**src/rtl/mem_load_if.sv**
```systemverilog
// mem_load_if: loader control/status bundle between a sequencer and mem_load.
interface mem_load_if #(parameter int DATA_W = 16);
  logic              clear;
  logic              step_load;
  logic [DATA_W-1:0] din;
  logic [15:0]       addr;
  logic [DATA_W-1:0] wdata;
  logic              we;
  logic              busy;
  logic              full;
  logic [15:0]       checksum;
  modport master (output clear, step_load, din, input addr, wdata, we, busy, full, checksum);
  modport slave  (input clear, step_load, din, output addr, wdata, we, busy, full, checksum);
endinterface

```
**src/rtl/mem_load.sv**
```systemverilog
// mem_load: steps words into sequential memory addresses, stopping at the last address.
// Optional running checksum of written words when MEM_LOAD_CHECKSUM_EN is defined.
module mem_load #(
  parameter int DEPTH  = 256,
  parameter int DATA_W = 16
) (
  input logic     clk,
  input logic     reset,
  mem_load_if.slave bus
);
  typedef enum logic [1:0] {IDLE, WRITE, ADVANCE, FULL} state_t;
  localparam logic [15:0] LAST = 16'(DEPTH - 1);
  state_t            state_q, state_d;
  logic [15:0]       addr_q, addr_d;
  logic [DATA_W-1:0] wdata_q, wdata_d;
  always_ff @(posedge clk or posedge reset) begin
    if (reset) begin
      state_q <= IDLE;
      addr_q  <= '0;
      wdata_q <= '0;
    end else begin
      state_q <= state_d;
      addr_q  <= addr_d;
      wdata_q <= wdata_d;
    end
  end
  always_comb begin
    state_d = state_q;
    addr_d  = addr_q;
    wdata_d = wdata_q;
    if (bus.clear) begin
      state_d = IDLE;
      addr_d  = '0;
    end else begin
      case (state_q)
        IDLE: if (bus.step_load) begin
          state_d = WRITE;
          wdata_d = bus.din;
        end
        WRITE: state_d = ADVANCE;
        ADVANCE: begin
          state_d = (addr_q == LAST) ? FULL : IDLE;
          addr_d  = (addr_q == LAST) ? addr_q : addr_q + 16'd1;
        end
        default: state_d = FULL;
      endcase
    end
  end
  assign bus.addr  = addr_q;
  assign bus.wdata = wdata_q;
  assign bus.we    = state_q == WRITE;
  assign bus.busy  = state_q == WRITE || state_q == ADVANCE;
  assign bus.full  = state_q == FULL;
`ifdef MEM_LOAD_CHECKSUM_EN
  logic [15:0] csum_q;
  // Accumulate on the ADVANCE edge so an aborted WRITE never contributes.
  always_ff @(posedge clk or posedge reset) begin
    if (reset) csum_q <= '0;
    else       csum_q <= bus.clear ? '0 : (state_q == ADVANCE ? csum_q + 16'(wdata_q) : csum_q);
  end
  assign bus.checksum = csum_q;
`else
  assign bus.checksum = '0;
`endif
endmodule
```
**src/flat_wrapper.sv**
```systemverilog
// flat-port wrapper written by rule: the top's interface ports become plain ports
module mem_load_flat 
#(
  parameter int DEPTH  = 256,
  parameter int DATA_W = 16
)
  (clk, reset, bus_clear, bus_step_load, bus_din, bus_addr, bus_wdata, bus_we, bus_busy, bus_full, bus_checksum);
  mem_load_if #(.DATA_W(DATA_W)) bus_i ();
  input logic clk;
  input logic reset;
  input wire logic [$bits(bus_i.clear)-1:0] bus_clear;
  input wire logic [$bits(bus_i.step_load)-1:0] bus_step_load;
  input wire logic [$bits(bus_i.din)-1:0] bus_din;
  output wire logic [$bits(bus_i.addr)-1:0] bus_addr;
  output wire logic [$bits(bus_i.wdata)-1:0] bus_wdata;
  output wire logic [$bits(bus_i.we)-1:0] bus_we;
  output wire logic [$bits(bus_i.busy)-1:0] bus_busy;
  output wire logic [$bits(bus_i.full)-1:0] bus_full;
  output wire logic [$bits(bus_i.checksum)-1:0] bus_checksum;
  assign bus_i.clear = bus_clear;
  assign bus_i.step_load = bus_step_load;
  assign bus_i.din = bus_din;
  assign bus_addr = bus_i.addr;
  assign bus_wdata = bus_i.wdata;
  assign bus_we = bus_i.we;
  assign bus_busy = bus_i.busy;
  assign bus_full = bus_i.full;
  assign bus_checksum = bus_i.checksum;
  mem_load #(.DEPTH(DEPTH), .DATA_W(DATA_W)) u_core (.clk(clk), .reset(reset), .bus(bus_i));
endmodule
```
**config.mk**
```make
export PLATFORM = sky130hd
export DESIGN_NAME = mem_load_flat
export DESIGN_NICKNAME = d
export VERILOG_FILES = /design/src/rtl/mem_load_if.sv /design/src/rtl/mem_load.sv /design/src/flat_wrapper.sv
export SDC_FILE = /design/constraint.sdc
export NUM_CORES = 1
export LEC_CHECK = 0
export ABC_AREA = 1
export BUFFER_PORTS_ARGS = -buffer_cell sky130_fd_sc_hd__buf_4
export CAP_MARGIN = 20
export CORE_UTILIZATION = 53
export DETAILED_ROUTE_END_ITERATION = 16
export HOLD_SLACK_MARGIN = 0.03
export PLACE_DENSITY = 0.84
export SYNTH_ARGS = -nofsm -noshare
export SYNTH_HDL_FRONTEND = slang
export SYNTH_SLANG_ARGS = --single-unit
```
**constraint.sdc**
```tcl
create_clock -name clk -period 3.1 [get_ports clk]
set_clock_uncertainty 0.05 [all_clocks]
set_input_delay 0.465 -clock clk [delete_from_list [all_inputs] [get_ports clk]]
set_output_delay 0.465 -clock clk [all_outputs]
set_load 0.01 [all_outputs]
```
Word-level counts from Yosys, hierarchy flattened
Index checks and enable logic that the tools add are counted.
{"block": "word_totals", "wordCells": 23, "regBits": 34}
{"block": "classes", "addsub": 1, "n_bitwise": 1, "n_reduce_logical": 5, "n_eq_ne": 6, "muxes": 7}
{"cell": "two-way mux 16 bit", "count": 3}
{"cell": "adder 16 x 1 -> 16 bit (second input constant)", "count": 1}
{"cell": "equality test 16 x 8 -> 1 bit (second input constant)", "count": 1}
{"cell": "two-way mux 2 bit", "count": 3}
{"cell": "case mux 2 bit (3 select lines)", "count": 1}
{"cell": "equality test 2 bit (second input constant)", "count": 2}
{"cell": "inequality test 3 bit (second input constant)", "count": 1}
{"cell": "AND reduction 3 bit", "count": 1}
{"cell": "equality test 2 x 1 -> 1 bit (second input constant)", "count": 1}
{"cell": "logical NOT 2 bit", "count": 1}
{"cell": "inequality test 2 bit (second input constant)", "count": 1}
{"cell": "AND reduction 2 bit", "count": 1}
{"cell": "nonzero test 2 bit", "count": 1}
{"cell": "logical OR 1 bit", "count": 1}
{"cell": "NOT 1 bit", "count": 1}

Logic depth before layout (Yosys ltp)
Gate-level depths: netlist of run 1.
{"block": "depth", "ltp_word": 4, "ltp_mapped": 10}

Least setup slack after synthesis of run 1
Ideal clock, no wire load.
{"block": "synth_path", "path_kind": "reg2reg", "startpoint": "register u_core.state_q[0]", "endpoint": "register u_core.wdata_q[0], in the netlist u_core.bus.wdata[0]", "stages_incl_launch_ff": 6, "required_time_ns": 2.925, "synth_period_minus_slack_ns": 1.558, "path_buffers": 1, "setup_ns": 0.125, "setup_slack_ns": 1.542, "t_arrival_ns": 1.384, "cell_sequence": "dfrtp_1 -> inv_1 -> ha_1 -> nand3_2 -> buf_2 -> mux2_2"}
{"block": "synth_between", "elab_chain_len": 2}
{"element": "start: declaration", "line_no": "mem_load.sv:13", "rtl": "state_t state_q, state_d;"}
{"element": "start signal: assignment", "line_no": "mem_load.sv:22", "rtl": "state_q <= state_d;"}
{"element": "logical NOT 2 bit", "line_no": "mem_load.sv:35", "rtl": "case (state_q)"}
{"element": "AND reduction 3 bit (no source line)"}
{"element": "end signal: assignment", "line_no": "mem_load.sv:24", "rtl": "wdata_q <= wdata_d;"}
{"element": "end: declaration", "line_no": "mem_load.sv:15", "rtl": "logic [DATA_W-1:0] wdata_q, wdata_d;"}
Every way passes these cells.
A chain may end at the register's enable or synchronous reset.

Final worst setup path of run 1
{"block": "layout_path", "startpoint": "register u_core.addr_q[1], in the netlist u_core.bus.addr[1]", "endpoint": "register u_core.addr_q[8], in the netlist u_core.bus.addr[8]"}
{"block": "layout_between", "elab_chain_len": 4, "word_cells_on_any_way": 7}
{"element": "start: declaration", "line_no": "mem_load.sv:14", "rtl": "logic [15:0] addr_q, addr_d;"}
{"element": "start signal: assignment", "line_no": "mem_load.sv:23", "rtl": "addr_q <= addr_d;"}
{"element": "adder 16 x 1 -> 16 bit", "line_no": "mem_load.sv:43", "rtl": "addr_d = (addr_q == LAST) ? addr_q : addr_q + 16'd1;"}
{"element": "two-way mux 16 bit", "line_no": "mem_load.sv:43"}
{"element": "two-way mux 16 bit", "line_no": "mem_load.sv:35"}
{"element": "two-way mux 16 bit", "line_no": "mem_load.sv:31", "rtl": "if (bus.clear) begin"}
Parallel ways exist; a longest one is shown, timed or not. The select of a mux whose other input is x is not followed.

==> results.txt, run 1 <==
Fill count: 284
Post-CTS Setup Bufs: 0
# DRC: 0
Adder and majority cell fraction of the synthesized area: 3.764%
Mux cell area share after synthesis: 9.034%
Compound-Gate Fraction of Synth Area: 4.956%
Mapped Area: 1994 um2
Max_cap viols: 0
Max Fclk: 0.5500 GHz
Total gr overflow: 0
Die area: 4013 um2
Ports: 71
Insertion delay to the later sink of the worst-skew pair: 280 ps
RSZ-0062 raised after global routing: false
CTS Sinks: 34
Via Count: 1664
Setup TNS: 0 ps
Startpoint types: register
Peak VDD IR: 0.0004711 V
Row count: 21
Largest net degree at the start of global routing: 35
# setup viols final: 0
CP max FO: 24
Number of routed nets with antenna violations: 0
Die Wd: 63.35 um
Final min period: 1818 ps
DR WL/cell: 12.23 um
Syn. warnings: 0
Required @ worst endpoint: 3220 ps
Initial Util: 57.50%
Initial antenna violation count: 0
CTS root buf: clkbuf_8
H-tree level count: 2
CTS tree: yes
Crit end category: register
Syn_area_per_cell: 8.786 um2
Leading cell type in the layout, fill and taps excluded: nand2_1
Nets: 310
DR pass1 iterations: 4
Routability cong.: 0.8283
Library cells used by synthesis: 26
Share of cells above drive strength 1: 35.09%
Worst min path class: in -> async
DR iter-0 viols: 74
Yosys reg bits: 34
Post-Synth XOR/XNOR Area: 2.196%
Largest family of logic cells by synthesized area: simple AND/OR/NAND/NOR gates
Final hold viol count: 0
Core Region: 3468 um2
GRT Overall Usage: 22.08%
Clock Pin Slew Worst Setup and Hold Paths: 70 ps
Post-CTS sizing: 0
Drt total wl: 4047 um
Leak pwr: 1.224 nW
Status: complete, no violations
CTS buffer count: 5
Power Density: 613.0 nW/um2
Dpl hpwl: 2948 um
Crit path kind: reg -> reg
Ant diodes: 0
Final worst-path cycle share: 58.65%
Vias in the first global route: 1537
CP arrival: 1940 ps
Final core utilization: 70.85%
Buffers on Ports: 54
Vias/cell: 5.027
Post-CTS Hold Buffers: 0
Post-synthesis sequential area ratio: 42.66%
First-pass GRT wire length: 6796 um
Synthesis-to-layout area growth: 23.21%
Post-synthesis simple-gate area fraction: 26.73%
Most frequent cells in the layout: 60 x nand2_1, 55 x buf_4, 34 x dfrtp_1
Cells after Synth: 227
Final Max Tran Viols: 0
Bufs on Longest Clock Path: 2
Die H: 63.35 um
flip-flops by register name (all words and copies together), names as in the netlist:
name              flops
u_core.state_q        2
u_core.bus.addr      16
u_core.bus.wdata     16
cells by family after synthesis:
group                      after synthesis
muxes                                   16
other                                    1
xor gates and xnor gates                 5
DFF                                     34
AOI/OAI and AO/OA                       13
adders and majority gates                6
buffers and inverters                   33
and+or+nand+nor                        119
final timing paths:
check | start | to | slack, ps | cells past startpoint
max reg2reg | u_core.bus.addr[1]$_DFFE_PP0P_ | u_core.bus.addr[8]$_DFFE_PP0P_ | 1280 | 10
min | reset | u_core.bus.wdata[12]$_DFFE_PP0P_ | 230 | 3
max in group asynchronous | reset | u_core.bus.addr[5]$_DFFE_PP0P_ | 2470 | 3
min reg2reg | u_core.bus.wdata[15]$_DFFE_PP0P_ | u_core.bus.wdata[15]$_DFFE_PP0P_ | 460 | 1
min in group clk | bus_din[5] | u_core.bus.wdata[5]$_DFFE_PP0P_ | 360 | 2
max | u_core.bus.addr[1]$_DFFE_PP0P_ | u_core.bus.addr[8]$_DFFE_PP0P_ | 1280 | 10
cell type report:
type / count / area [um2] / area share (%)
Clock buffer: 6 / 82.58 / 3.360
Clock inverter: 2 / 12.51 / 0.5092
Inverter: 13 / 50.05 / 2.037
Multi-Input combinational cell: 175 / 991.0 / 40.33
Sequential cell: 34 / 850.8 / 34.62
Tap cell: 46 / 57.56 / 2.342
Timing Repair Buffer: 55 / 412.9 / 16.80
critical path, cell delays in order (launching register included):
cell	delay, ps
dfrtp_1	410
ha_1	260
nand3_2	140
inv_2	90
nand2_2	60
clkinv_2	60
nand3_2	80
nand2_4	250
inv_1	140
nand2_1	100
nand2_1	60
metal layers:
| metal | up-vias | routed length [um] | track usage (%) |
|---|---|---|---|
| met5 | - | 0 | 0 |
| met4 | 0 | 84 | 11.65 |
| met3 | 7 | 197 | 3.442 |
| met2 | 59 | 2043 | 36.84 |
| met1 | 778 | 1721 | 27.32 |
| li1 | 820 | - | - |
cell usage after synthesis, drive strengths merged:
master  count  area (um2)
nand3      21       120.1
dfrtp      34       850.8
nand4       6       37.54
conb        1       3.750
nand2      64       255.3
clkbuf      1       3.750
a21oi       1       5.000
nor2       26       107.6
xor2        5       43.79
or2         2       12.51
clkinv      1       5.000
o21bai      3       22.52
inv        12       45.05
buf        19       155.2
mux2       16       180.2
ha          6       75.07
o21ai       9       71.32
per-stage QoR:
| stage | worst slack (ps) | area (um2) | hold slack [ps] | total power [mW] | cells |
|---|---|---|---|---|---|
| floorplan | 1542 | 2051 | 472.2 | 0.9479 | 242 |
| global placement | 1280 | 2362 | 438.8 | 1.161 | 323 |
| detailed placement | 1281 | 2362 | 444.4 | 1.180 | 323 |
| CTS | 1285 | 2457 | 232.9 | 1.526 | 331 |
| global route | 1154 | 2457 | 257.8 | 1.597 | 331 |
| finish | 1282 | 2457 | 226.0 | 1.506 | 331 |
where the power goes:
part	internal, mW	switching (mW)	total (mW)	leakage, nW
clock network	0.178	0.159	0.337	0.0472
registers	0.563	0.0684	0.632	0.437
logic	0.288	0.249	0.537	0.741
total	1.03	0.477	1.51	1.22
No activity file was read; power rests on OpenSTA's default activity.
==> run 2: changes to the inputs <==
Settings changed: ABC_AREA 1 to 0, CORE_UTILIZATION 53 to 48, PLACE_DENSITY 0.84 to 0.79.
Clock period 3.1 ns to 1.8 ns, I/O delays scaled along.
==> results.txt, run 2 <==
CTS tree: yes
Largest net degree at the start of global routing: 35
Buffers on Ports: 54
# setup viols final: 11
Worst min path class: in -> reg
Cells after Synth: 159
Placed cells: 280
Dpl hpwl: 2829 um
Failing checks: negative setup slack
Mapped Area: 1787 um2
Pre-CTS WS: -106.8 ps
Most frequent cells in the layout: 82 x buf_4, 34 x dfrtp_1, 16 x mux2_2, 16 x conb_1, 11 x a21oi_1
GRT Overall Usage: 21.90%
Syn_area_per_cell: 11.24 um2
Initial Util: 51.91%
Die H: 63.01 um
Post-synth ARST share: 100.0%
CP max-delay cell: or4_4
Post-synth top area cell: dfrtp_1
Ant diodes: 0
Final Max Tran Viols: 0
Synthesis-to-layout area growth: 41.60%
Fill count: 257
Power Density: 1002 nW/um2
Tot Pwr: 2.536 mW
Yosys reg bits: 34
Top-count cell post-synth: dfrtp_1
Routed met2 length: 2107 um
Initial antenna violation count: 0
Vias/cell: 5.116
Peak VDD IR: 0.0008310 V
RSZ-0062 raised after global routing: true
Area contributors post-synth: dfrtp_1 48%, mux2_2 10%, buf_4 6.7%
Syn. warnings: 0
Drt total wl: 4015 um
Library cells used by synthesis: 31
CTS buffer count: 5
Number of routed nets with antenna violations: 0
Final min period: 1905 ps
Setup WS post-layout: -105.2 ps
Footprint of the multi-input gates: 855.8 um2
Post-synthesis sequential area ratio: 47.62%
FF/Latch Area: 850.8 um2
Final hold viol count: 0
Nets: 272
Leak pwr: 1.211 nW
Row count: 21
Crit end category: register
Final core utilization: 73.50%
DR iter-0 viols: 61
Final worst-path cycle share: 105.8%
Leading cell type in the layout, fill and taps excluded: buf_4
Routed met1 length: 1638 um
Status: finished, violations left
DR pass1 iterations: 4
Worst path bufs/invs: 0
Routed length on met3: 209 um
Die area: 3970 um2
Startpoint types: register
Ports: 71
Synth cell count leaders: 34 x dfrtp_1, 16 x buf_4, 16 x mux2_2, 11 x a21oi_1, 10 x o21ai_0
CTS Sinks: 34
Non-filler cells, final: 293
Core Region: 3442 um2
DR WL/cell: 13.70 um
Insertion delay to the later sink of the worst-skew pair: 290 ps
HP Start: bus_din[2]
Total gr overflow: 0
CP arrival: 2030 ps
Max Fclk: 0.5249 GHz
Die Wd: 63.01 um
Routability cong.: 0.7954
Via Count: 1499
Max stage delay on crit path: 610 ps
RR Startpoint: u_core.bus.addr[8]$_DFFE_PP0P_
CP max FO: 4
Setup TNS: -523.2 ps
First-pass GRT wire length: 6637 um
Yosys top cell area share: 47.62%
Clock Pin Slew Worst Setup and Hold Paths: 70 ps
Bufs on Longest Clock Path: 2
Vias in the first global route: 1436
Required @ worst endpoint: 1930 ps
Max_cap viols: 0
Max Used Layer: met4
Crit-path cells: or4_4 > o41ai_4 > mux2i_1 > nor2_1
EDFF count, synth: 0
Top FF cell, synth: dfrtp_1
Worst setup path startpoint: u_core.bus.addr[8]$_DFFE_PP0P_
H-tree level count: 2
CTS root buf: clkbuf_8
# DRC: 0
Share of cells above drive strength 1: 48.18%
Crit path kind: reg -> reg
CP delay by family, top: simple AND/OR/NAND/NOR gates
-- run 2: changes by cell type in the layout (fill, tap and decap cells not counted), moves of 7 or more --
cell,delta
nand2_1,-56
o21ai_0,+7
or3_1,+8
inv_1,-7
nor2_1,-15
nand3_1,-11
buf_4,+27
a21oi_1,+10
o21ai_2,-7
-- run 2: worst paths after layout --
check                                             endpoint  slack (ps)  cells after the start
max                         u_core.bus.addr[1]$_DFFE_PP0P_        -110                      4
min                        u_core.bus.wdata[2]$_DFFE_PP0P_         150                      2
max reg2reg                 u_core.bus.addr[1]$_DFFE_PP0P_        -110                      4
min reg2reg                u_core.bus.wdata[2]$_DFFE_PP0P_         460                      1
max in group asynchronous   u_core.bus.addr[3]$_DFFE_PP0P_         820                      4
min in group asynchronous  u_core.bus.wdata[8]$_DFFE_PP0P_         570                      4
-- run 2: through the flow --
step,hold WS [ps],area [um2]
2_1_floorplan,361.6,1846
3_3_place_gp,346.0,2357
3_5_place_dp,338.4,2357
4_1_cts,149.2,2504
5_1_grt,150.5,2530
6_report,154.5,2530
-- run 2: cell type report --
| class | count | area share [%] |
|---|---|---|
| clock inverter | 3 | 1.780 |
| inverter | 4 | 0.5935 |
| timing repair buffer | 84 | 25.17 |
| tap | 46 | 2.275 |
| multi-input combinational | 117 | 33.83 |
| sequential | 34 | 33.63 |
| clock buffer | 5 | 2.720 |
-- run 2: report_power, final --
part           switching [mW]  total (mW)  internal (mW)
clock                   0.295       0.706          0.411
sequential             0.0942        1.03          0.932
combinational           0.345       0.804          0.459
-- run 2: repair_timing --
action	in CTS	in global routing
pin swaps	5	10
endpoints found under the hold margin	12	0
resized for setup	0	7
hold buffers	1	0
endpoints found under the setup margin	11	17
buffers inserted	3	1
-- run 2: kinds of logic after synthesis --
kind of cell | Yosys count | share of synthesized area [%]
DFF | 34 | 47.62
buffers and inverters | 23 | 8.614
AOI/OAI and AO/OA | 26 | 9.174
adders and majority gates | 6 | 4.202
other | 1 | 0.2099
xor gates and xnor gates | 3 | 1.471
and+or+nand+nor | 49 | 18.07
muxes | 17 | 10.64
-- run 2: routing by layer --
layer	up-vias	GRT usage (%)
li1	721	-
met1	710	27.10
met2	61	37.10
met3	7	4.927
met4	0	7.849
met5	-	0
==> run 3: changes to the inputs <==
Settings changed: PLACE_DENSITY 0.79 to default, PLACE_DENSITY_LB_ADDON from default to 0.08.
==> results.txt, run 3 (same netlist as run 2, synthesis figures left out) <==
Status: finished, violations left
Failing checks: negative setup slack
Final hold viol count: 0
Vias/cell: 5.150
Final min period: 1905 ps
Most frequent cells in the layout: 76 x buf_4, 34 x dfrtp_1, 16 x mux2_2, 16 x conb_1, 11 x a21oi_1
Post-CTS Hold Buffers: 0
Total gr overflow: 0
Leading cell type in the layout, fill and taps excluded: buf_4
CTS tree: yes
Dpl hpwl: 2959 um
# setup viols final: 9
Nets: 266
Power Density: 966.0 nW/um2
CTS root buf: clkbuf_8
Peak VDD IR: 0.0005417 V
Core Region: 3442 um2
Final Max Tran Viols: 0
Post-CTS Setup Bufs: 0
Die Wd: 63.01 um
Largest net degree at the start of global routing: 35
DR pass1 iterations: 4
Leak pwr: 1.181 nW
DR iter-0 viols: 60
Pre-CTS WS: -101.3 ps
Synthesis-to-layout area growth: 38.52%
RR Startpoint: u_core.bus.addr[14]$_DFFE_PP0P_
Via Count: 1478
Insertion delay to the later sink of the worst-skew pair: 290 ps
DR WL/cell: 13.80 um
Fill count: 262
Setup TNS: -366.9 ps
Bufs on Longest Clock Path: 2
Row count: 21
Setup WS post-layout: -104.8 ps
Setup slack, reg-to-reg: -100 ps
Die area: 3970 um2
Max_cap viols: 0
First-pass GRT wire length: 6844 um
Crit end category: register
Number of routed nets with antenna violations: 0
Worst min path class: in -> async
Final worst-path cycle share: 105.8%
Clock Pin Slew Worst Setup and Hold Paths: 70 ps
Startpoint types: register
Post-route cell area: 2475 um2
Required @ worst endpoint: 1920 ps
# DRC: 0
GRT Overall Usage: 22.31%
Drt total wl: 3961 um
Die H: 63.01 um
Ports: 71
CTS Sinks: 34
Initial antenna violation count: 0
CP arrival: 2020 ps
Placed Area: 2362 um2
Ant diodes: 0
Worst r2r dst: u_core.bus.addr[1]$_DFFE_PP0P_
Vias in the first global route: 1553
Max Fclk: 0.5250 GHz
Initial Util: 51.91%
Routability cong.: 0.7890
RSZ-0062 raised after global routing: true
H-tree level count: 2
Reg2Reg Depth: 4
Share of cells above drive strength 1: 47.30%
Final core utilization: 71.90%
Buffers on Ports: 54
Crit path kind: reg -> reg
CTS buffer count: 5
CP max FO: 4
-- run 3: where the power goes --
part           leakage, nW  internal [mW]  switching, mW  total, mW
combinational        0.696          0.462          0.334      0.796
clock               0.0482          0.308          0.269      0.577
sequential           0.437          0.932         0.0856       1.02
-- run 3: layout make-up --
cell class | instances | area, um2 | share of cell area, %
clock buffer | 7 | 86.33 | 3.488
clock inverter | 1 | 5.005 | 0.2022
inverter | 4 | 15.01 | 0.6067
multi-input combinational | 117 | 858.3 | 34.68
sequential | 34 | 850.8 | 34.38
tap | 46 | 57.56 | 2.326
timing repair buffer | 78 | 601.8 | 24.32
-- run 3: repair_timing --
action                                  in CTS  in global routing
hold endpoints to repair                     0                  0
gates resized for setup                      0                  9
endpoints found under the setup margin       9                 17
pin swaps                                    7                  1
-- run 3: worst max-delay path, cell delays in order, from the launching register on --
cell and delay [ps]:
dfrtp_1 390, or4_4 610, o41ai_4 430, mux2i_1 250, nor2_1 60
-- run 3: worst max-delay path by stage --
| stage | startpoint | end | slack, ps | cells after the start |
|---|---|---|---|---|
| 4_1_cts | u_core.bus.addr[14]$_DFFE_PP0P_ | u_core.bus.addr[1]$_DFFE_PP0P_ | -100 | 4 |
| 5_1_grt | u_core.bus.addr[11]$_DFFE_PP0P_ | u_core.bus.addr[6]$_DFFE_PP0P_ | -180 | 4 |
| 2_1_floorplan | u_core.bus.addr[11]$_DFFE_PP0P_ | u_core.bus.addr[6]$_DFFE_PP0P_ | -50 | 4 |
| 3_3_place_gp | u_core.bus.addr[11]$_DFFE_PP0P_ | u_core.bus.addr[7]$_DFFE_PP0P_ | -20 | 5 |
| 6_report | u_core.bus.addr[14]$_DFFE_PP0P_ | u_core.bus.addr[1]$_DFFE_PP0P_ | -100 | 4 |
| 3_5_place_dp | u_core.bus.addr[11]$_DFFE_PP0P_ | u_core.bus.addr[5]$_DFFE_PP0P_ | -100 | 5 |
-- run 3: through the flow --
step                std cells  total power [mW]  hold WS [ps]
detailed placement        279             1.831         349.3
global route              287             2.539         53.81
floorplan                 174             1.431         361.6
CTS                       287             2.414         38.57
global placement          279             1.798         341.9
finish                    287             2.391         24.52
-- run 3: routing by layer --
| layer | share of wire (%) | GRT usage, % |
|---|---|---|
| met5 | 0 | 0 |
| met4 | 1.2 | 6.977 |
| met3 | 4.8 | 6.204 |
| met2 | 52 | 40.32 |
| met1 | 42 | 25.03 |
